File: src/rtl/bias_accum_7_pkg.sv
// Shared sizing constants and FSM state type for the layer-7 bias accumulator.
// Layer-7 kernel count and output size, coefficient width, accumulator format.
package bias_accum_7_pkg;

    // Layer-7 geometry from the shared layer sizes.
    localparam int KERN_S_K_7  = 16;
    localparam int OUT_S_7     = 8;
    localparam int OUT_PIX_7   = OUT_S_7 * OUT_S_7;
    localparam int COEFF_WIDTH = 16;

    // Accumulator format from the shared type definitions.
    localparam int ACC_WIDTH = 32;
    localparam int ACC_SHIFT = 8;

    typedef enum logic {
        ST_LOAD = 1'b0,
        ST_RUN  = 1'b1
    } state_e;

    function automatic int cnt_width(input int n);
        return (n > 1) ? $clog2(n) : 1;
    endfunction

endpackage

File: src/rtl/bias_sat_shift.sv
// Combinational bias add, arithmetic right shift and signed saturation.
// Optional fused ReLU when BIAS_ACCUM_RELU_EN is defined.
module bias_sat_shift #(
    parameter int ACC_W = 32,
    parameter int OUT_W = 16,
    parameter int SHIFT = 8
) (
    input  logic [ACC_W-1:0] acc,
    input  logic [OUT_W-1:0] bias,
    output logic [OUT_W-1:0] res
);
    localparam int EXT_W = ACC_W + 1;

    logic signed [EXT_W-1:0] acc_x;
    logic signed [EXT_W-1:0] bias_x;
    logic signed [EXT_W-1:0] sum;
    logic signed [EXT_W-1:0] shifted;
    logic [EXT_W-OUT_W:0]    upper;
    logic [OUT_W-1:0]        sat;

    always_comb begin
        acc_x   = {acc[ACC_W-1], acc};
        bias_x  = {{(EXT_W-OUT_W){bias[OUT_W-1]}}, bias} << SHIFT;
        // One extra bit keeps the sum exact for any acc and bias.
        sum     = acc_x + bias_x;
        shifted = sum >>> SHIFT;
        // The value fits OUT_W bits when every bit from the sign down to OUT_W-1 agrees.
        upper   = shifted[EXT_W-1:OUT_W-1];
        if ((&upper) || (~|upper)) begin
            sat = shifted[OUT_W-1:0];
        end else if (shifted[EXT_W-1]) begin
            sat = {1'b1, {(OUT_W-1){1'b0}}};
        end else begin
            sat = {1'b0, {(OUT_W-1){1'b1}}};
        end
        res = sat;
`ifdef BIAS_ACCUM_RELU_EN
        if (sat[OUT_W-1]) begin
            res = '0;
        end
`else
        res = sat;
`endif
    end

endmodule

File: src/rtl/bias_accum_7.sv
// Layer-7 bias accumulator: loads N_CH bias words per frame, then biases, scales and
// saturates N_CH*N_PIX accumulators. Fused ReLU is enabled by macro BIAS_ACCUM_RELU_EN.
module bias_accum_7
    import bias_accum_7_pkg::*;
#(
    parameter int N_CH  = KERN_S_K_7,
    parameter int N_PIX = OUT_PIX_7,
    parameter int ACC_W = ACC_WIDTH,
    parameter int OUT_W = COEFF_WIDTH,
    parameter int SHIFT = ACC_SHIFT
) (
    input  logic             ap_clk,
    input  logic             ap_rst_n,
    input  logic [OUT_W-1:0] bias_V_dout,
    input  logic             bias_V_empty_n,
    output logic             bias_V_read,
    input  logic [ACC_W-1:0] acc_V_dout,
    input  logic             acc_V_empty_n,
    output logic             acc_V_read,
    output logic [OUT_W-1:0] output_V_din,
    input  logic             output_V_full_n,
    output logic             output_V_write,
    output state_e           dbg_state
);
    // Handshake: a word moves across a FIFO port when read/write and empty_n/full_n
    // are both high at a rising edge; read strobes are combinational from empty_n,
    // and output_V_write/output_V_din come from a register held until full_n is seen.

    localparam int CH_W  = cnt_width(N_CH);
    localparam int PIX_W = cnt_width(N_PIX);
    localparam logic [CH_W-1:0]  CH_LAST  = CH_W'(N_CH - 1);
    localparam logic [PIX_W-1:0] PIX_LAST = PIX_W'(N_PIX - 1);

    state_e           state;
    state_e           state_nxt;
    logic [CH_W-1:0]  ch_cnt;
    logic [PIX_W-1:0] pix_cnt;
    logic             out_valid;
    logic             last_popped;
    logic [OUT_W-1:0] out_data;
    logic [OUT_W-1:0] bank [N_CH];
    logic [OUT_W-1:0] res;

    logic bias_pop;
    logic acc_pop;
    logic out_take;
    logic ch_wrap;
    logic frame_end;

    assign out_take  = out_valid & output_V_full_n;
    assign ch_wrap   = (ch_cnt == CH_LAST);
    assign frame_end = ch_wrap & (pix_cnt == PIX_LAST);

    always_comb begin
        state_nxt = state;
        bias_pop  = 1'b0;
        acc_pop   = 1'b0;
        if (ap_rst_n) begin
            case (state)
                ST_LOAD: begin
                    bias_pop = bias_V_empty_n;
                    if (bias_pop && ch_wrap) begin
                        state_nxt = ST_RUN;
                    end
                end
                ST_RUN: begin
                    // After the last pop of the frame, only draining is allowed.
                    acc_pop = acc_V_empty_n & ~last_popped & (~out_valid | out_take);
                    if (out_take && last_popped) begin
                        state_nxt = ST_LOAD;
                    end
                end
                default: state_nxt = ST_LOAD;
            endcase
        end
    end

    always_ff @(posedge ap_clk or negedge ap_rst_n) begin
        if (!ap_rst_n) begin
            state <= ST_LOAD;
        end else begin
            state <= state_nxt;
        end
    end

    always_ff @(posedge ap_clk or negedge ap_rst_n) begin
        if (!ap_rst_n) begin
            ch_cnt      <= '0;
            pix_cnt     <= '0;
            out_valid   <= 1'b0;
            out_data    <= '0;
            last_popped <= 1'b0;
        end else begin
            if (bias_pop || acc_pop) begin
                ch_cnt <= ch_wrap ? '0 : ch_cnt + 1'b1;
            end
            if (acc_pop && ch_wrap) begin
                pix_cnt <= (pix_cnt == PIX_LAST) ? '0 : pix_cnt + 1'b1;
            end
            if (acc_pop) begin
                out_data  <= res;
                out_valid <= 1'b1;
            end else if (out_take) begin
                out_valid <= 1'b0;
            end
            if (acc_pop && frame_end) begin
                last_popped <= 1'b1;
            end else if (out_take && last_popped) begin
                last_popped <= 1'b0;
            end
        end
    end

    // The bank is always fully reloaded before RUN, so it carries no reset.
    always_ff @(posedge ap_clk) begin
        if (bias_pop) begin
            bank[ch_cnt] <= bias_V_dout;
        end
    end

    bias_sat_shift #(
        .ACC_W (ACC_W),
        .OUT_W (OUT_W),
        .SHIFT (SHIFT)
    ) u_bias_sat_shift (
        .acc  (acc_V_dout),
        .bias (bank[ch_cnt]),
        .res  (res)
    );

    assign bias_V_read    = bias_pop;
    assign acc_V_read     = acc_pop;
    assign output_V_write = out_valid;
    assign output_V_din   = out_data;
    assign dbg_state      = state;

endmodule

File: config.mk
export PLATFORM = sky130hd
export DESIGN_NAME = bias_accum_7
export DESIGN_NICKNAME = d
export VERILOG_FILES = /design/src/rtl/bias_accum_7_pkg.sv /design/src/rtl/bias_sat_shift.sv /design/src/rtl/bias_accum_7.sv
export SDC_FILE = /design/constraint.sdc
export NUM_CORES = 1
export LEC_CHECK = 0
export ABC_CLOCK_PERIOD_IN_PS = 5200
export CAP_MARGIN = 20
export CORE_MARGIN = 4
export CORE_UTILIZATION = 35
export DETAILED_ROUTE_END_ITERATION = 10
export PLACE_DENSITY = 0.53
export SLEW_MARGIN = 30
export SYNTH_ARGS = -nofsm -noshare
export SYNTH_HDL_FRONTEND = slang
export SYNTH_SLANG_ARGS = --single-unit
File: constraint.sdc
create_clock -name ap_clk -period 5.2 [get_ports ap_clk]
set_input_delay 1.04 -clock ap_clk [delete_from_list [all_inputs] [get_ports ap_clk]]
set_output_delay 1.04 -clock ap_clk [all_outputs]
set_load 0.02 [all_outputs]
# --- Word-level counts from Yosys, hierarchy flattened ---
# Memory sizes are Yosys's and may differ from the RTL's.
# Cells that the tools add are included.
totals:
  register_bits: 29
  latchBits: 0
  ramBits: 256
  romBits: 0
  input_bits: 53
  out_inout_bits: 20
  word_cells: 48
  memories: 1
memory_table:
  columns: ["memory", "depth", "word_bits", "read_ports", "rd_clocked_by_memory_dff", "write_ports", "line", "text"]
  rows:
  - ["bank", 16, 16, 1, 0, 1, "bias_accum_7.sv:41", "logic [OUT_W-1:0] bank [N_CH];"]
classes:
  addsub: 3
  mul: 0
  div: 0
  order_cmp: 0
  n_eq_ne: 2
  n_shift: 0
  mux: 17
  bitwise: 8
  reduce_logical: 11
op_table:
  columns: ["operator", "count"]
  rows:
  - ["$add 32x24->33", 1]
  - ["$mux 16", 2]
  - ["$mux 1", 12]
  - ["$reduce_and 10->1", 1]
  - ["$reduce_or 10->1", 1]
  - ["$add 6x1->6 const B", 1]
  - ["$eq 6x6->1 const B", 1]
  - ["$mux 6", 1]
  - ["$add 4x1->4 const B", 1]
  - ["$and 1x1->1", 4]
  - ["$eq 4x4->1 const B", 1]
  - ["$logic_and 1x1->1", 4]
  - ["$mux 4", 1]
  - ["$reduce_bool 2->1", 2]
  - ["$not 1->1", 3]
  - ["$logic_or 1x1->1", 2]
  - ["$pmux 1 s2", 1]
  - ["$logic_not 1->1", 1]
  - ["$or 1x1->1", 1]

# --- Longest topological paths before layout ---
logic_depth:
  ltp_word: 7
  depth_mapped: 17
  ltp_nobuf: 14

# --- Modules after synthesis ---
# A second synthesis with hierarchy kept.
hier_totals:
  hier_cells: 781
  hier_area_um2: 12851.1
by_module_without_submodules:
  columns: ["mod", "n_inst", "cells_per_inst", "area_per_inst_um2", "seq_area_each_um2"]
  rows:
  - ["bias_accum_7", 1, 517, 10975.5, 8413.1]
  - ["bias_sat_shift", 1, 264, 1875.5, 0.0]

# --- Least setup slack after synthesis ---
# OpenSTA, ideal clock, no wires.
synth_path:
  kind: "register -> register"
  startpoint: "register ch_cnt[0]"
  endpoint: "register out_data[10], in the netlist output_V_din[10]"
  setup_time_ns: 0.073
  arrival_ns: 5.205
  required_ns: 5.127
  path_slack_ns: -0.078
  stages_incl_launch_ff: 18
  n_path_buf: 3
  period_less_slack_ns: 5.278
  cell_sequence: "dfrtp_1 > buf_1 > buf_1 > mux4_2 > mux4_2 > ha_1 > fa_1 > a211oi_1 > o21ai_1 > a31o_2 > a31o_2 > a21oi_1 > a2bb2oi_1 > nand4b_1 > nor4_4 > buf_6 > o21ai_1 > a21oi_2"
synth_between:
  elab_chain_len: 6
  elab_cells_between_ends: 8
  cone_classes: "add/sub: 1; mux: 2; reduce/logical: 4; memory: 1"
synth_lines:
  columns: ["item", "line", "text"]
  rows:
  - ["start: declaration", "bias_accum_7.sv:36", "logic [CH_W-1:0] ch_cnt;"]
  - ["start signal: assignment", "bias_accum_7.sv:95", "ch_cnt <= ch_wrap ? '0 : ch_cnt + 1'b1;"]
  - ["$mem_v2 16x16 *", null, null]
  - ["$add 32x24->33 *", "bias_sat_shift.sv:25", "sum = acc_x + bias_x;"]
  - ["$reduce_or 10->1", "bias_sat_shift.sv:29", "if ((&upper) || (~|upper)) begin"]
  - ["$logic_not 1->1", "bias_sat_shift.sv:29", null]
  - ["$logic_or 1x1->1", "bias_sat_shift.sv:29", null]
  - ["$mux 16 *", "bias_sat_shift.sv:29", null]
  - ["end signal: assignment", "bias_accum_7.sv:101", "out_data <= res;"]
  - ["end: declaration", "bias_accum_7.sv:40", "logic [OUT_W-1:0] out_data;"]
# Mark *: on every way between the ends. The rest lies on a longest branch, timed or not.
# A chain may end at the register's enable or synchronous reset.

# --- Final worst setup path ---
layout_path:
  startpoint: "register ch_cnt[0]"
  endpoint: "register out_data[7], in the netlist output_V_din[7]"
# The elaborated chain is that of the path after synthesis.

==> results.cfg <==
[status]
status = finished clean

[sta]
max_freq_mhz = 204
setup_tns_ns = 0
hold_viol = 0
min_period_ns = 4.91
slew_headroom = 0.383
slew_viol_final = 0
rsz0062_at_grt = false
setup_viol = 0
skew_ns = 0.0343
finalCritPeriodShare = 0.944
tightest_slew_ns = 0.925

[route]
first_pass_iters = 6
vias = 6774
via_per_inst = 5.19
ant_nets = 0
wl_per_cell_um = 22.1
drt_iter0_markers = 443
wl_um = 28900
drc = 0

[setup_path]
slowest_delay_ns = 0.65
cp-startpoint = ch_cnt[0]
crit_family = multiplexers
crit_buf_inv = 3
crit_path_end = output_V_din[7]
worstPathMaxFanout = 15
crit_slowest_cell = mux4_2
r2r_start = ch_cnt[0]
cp-end-kind = flip-flop
r2r_slack_ns = 0.29
cp_common_cell = mux4_2
cp.arrival_ns = 5.38
r2r_end = output_V_din[7]
required_ns = 5.67
crit_path_cell_trace = clkbuf_4 -> buf_4 -> mux4_2 -> mux4_2 -> ha_1 -> nand4_1 -> a2111o_1 -> a221oi_2 -> and2_1 -> nand4b_1 -> nor4_4 -> buf_12 -> o21ai_0 -> a21oi_1
path_class = flip-flop to flip-flop
path_depth = 14
startpoint_type = flip-flop
ff2ff_path_depth = 14

[yosys]
synth_edf_count = 256
yosysWarnings = 0
netlist_top_cells_area = edfxtp_1 (62%), mux4_2 (14%), dfrtp_1 (5.8%), ha_1 (2.9%), a21oi_1 (1.2%)
synth-seq-cells = 285
ys.flop_type = edfxtp_1
synthDistinctLibCells = 62
syn_inst = 724
avgSynthCellArea_sq_um = 17.3
synth_area_sq_mm = 0.0125
synth_top_cell_area_share = 0.615
synth_nets = 807
yosysTopAreaCell = edfxtp_1
synthArstFlopShare = 0.102
ys_seq_area_frac = 0.673

[grt]
antenna_found_initial = 0
overflow = 0
grt_pass1_wl_um = 44200
grt_pass1_vias = 7157
grt_max_degree = 45
grt_usage = 0.149

[floorplan]
core_area_sq_mm = 0.0349
start_util = 0.358
dieArea_sq_mm = 0.0388
io_pins = 73
die_h_um = 197
rows = 68
die_w_um = 197

[power_and_ir_drop]
switchingPower_w = 0.00304
p_leak_nw = 4.99
power_frac_clock = 0.247
power_density_mw_per_mm2 = 585
power_frac_comb = 0.437
switching_share = 0.346
p_seq_frac = 0.316
peakVddDrop_uv = 358
internal-power_w = 0.00573
finalPower_w = 0.00876

[clock_tree]
clockBufferDepth = 3
clk_pin_slew_worst_paths_ns = 0.06
cts_buffers = 30
clockRootBuffer = clkbuf_16
hold_buffers = 0
cts_tree = done
htreeDepth = 1
clock_latency_ns = 0.57
cts.sinks = 285

[placement]
gp_congestion = 0.799
portBuffers = 64
hpwl_um = 19000
place_area_sq_mm = 0.0139

[final_layout]
syn2layout_area_growth_pct = 20.0
num_antenna_cells = 0
nNetsFinal = 912
drive_above_1_share = 0.227
fillCellCount = 3142
stdcell_area_sq_mm = 0.0150

[min_path]
hp-start = pix_cnt[4]
holdCritPathClass = flip-flop to flip-flop

[job]
maxCapViolCount = 0
[synth_stat cells, types with 12 or more instances]
cell type and n:
edfxtp_1 256, mux4_2 80, nand2_1 41, nor2_1 32, a21oi_1 31, dfrtp_1 29, ha_1 29, o21ai_0 24
and2_1 18, inv_1 13, clkbuf_1 12, nand3_1 12
[logic make-up after synthesis]
logic type      Yosys count  synth area share
simple gates            144            0.0592
xor+xnor                 19            0.0133
buf+inv                  42            0.0141
fa+ha+maj                30            0.0306
flops                   285             0.673
mux                      82             0.146
compound gates          122            0.0634
[per-stage QoR]
step           hold WS [ns]  worst slack (ns)  instances   util
2_1_floorplan         0.468             0.163        724      -
3_3_place_gp          0.496             0.293       1248  0.399
3_5_place_dp          0.497             0.295       1248  0.399
4_1_cts               0.507             0.267       1302  0.428
5_1_grt               0.518           0.00771       1306  0.430
6_report              0.508             0.289       1306  0.430
[flip-flops by register name, summed over array words and instances (netlist names)]
register and flops:
pix_cnt 6, bank 256, last_popped 1, dbg_state 1
output_V_din 16, output_V_write 1, ch_cnt 4
[repair_timing]
item                                    in CTS  in global routing
endpoints found under the setup margin       0                  5
setup buffers                                0                  4
gates resized for setup                      0                  4
hold endpoints to repair                     0                  0
[worst min path at each step]
stage                      end  depth (start not counted)
global placement    pix_cnt[4]                          1
finish              pix_cnt[4]                          1
CTS                 pix_cnt[4]                          1
detailed placement  pix_cnt[4]                          1
global route        pix_cnt[4]                          1
floorplan           pix_cnt[4]                          1
[power by group through the flow]
stage | clock [W] | sequential, W | combinational, W
finish | 0.00216 | 0.00277 | 0.00383
global route | 0.00232 | 0.00279 | 0.00422
CTS | 0.00222 | 0.00278 | 0.00382
detailed placement | 0 | 0.00283 | 0.00380
global placement | 0 | 0.00283 | 0.00380
floorplan | 0 | 0.00281 | 0.00262
[layout make-up]
class,count,area (sq um),area share
clock buffers,35,769,0.0513
inverters,13,48.8,0.00326
clock inverters,19,234,0.0156
multi-input cells,397,3940,0.263
well taps,455,569,0.0380
flip-flops and latches,285,8420,0.562
repair buffers,102,1010,0.0673
[routing by layer]
| metal | up-vias | track usage | share of wire |
|---|---|---|---|
| li1 | 3144 | - | - |
| met1 | 3445 | 0.208 | 0.45 |
| met2 | 149 | 0.252 | 0.49 |
| met3 | 36 | 0.0241 | 0.050 |
| met4 | 0 | 0.0241 | 0.015 |
| met5 | - | 0 | 0 |
[worst reg2reg max path, cell delays in order (launching register included)]
cell and delay, ns:
dfrtp_4 0.51, clkbuf_4 0.23, buf_4 0.23, mux4_2 0.54
mux4_2 0.65, ha_1 0.53, nand4_1 0.27, a2111o_1 0.53
a221oi_2 0.30, and2_1 0.18, nand4b_1 0.15, nor4_4 0.29
buf_12 0.18, o21ai_0 0.10, a21oi_1 0.15
[placed cells by master (no fill, tap or decap), types with 7 or more instances in the layout]
cell	synthesis	layout
mux4_2	80	80
clkdlybuf4s50_1	0	64
dfrtp_1	29	27
a21oi_1	31	31
ha_1	29	29
a21o_1	7	7
nor2_1	32	31
o21ai_0	24	24
buf_4	2	31
o21ai_1	11	11
xnor2_1	9	9
nand3_1	12	12
clkinv_1	0	9
a21oi_2	11	11
nand4_1	7	7
clkbuf_16	0	30
inv_1	13	13
xor2_1	10	10
nand2_1	41	41
edfxtp_1	256	256
and2_1	18	14
Power figures use the tool's default switching activity.
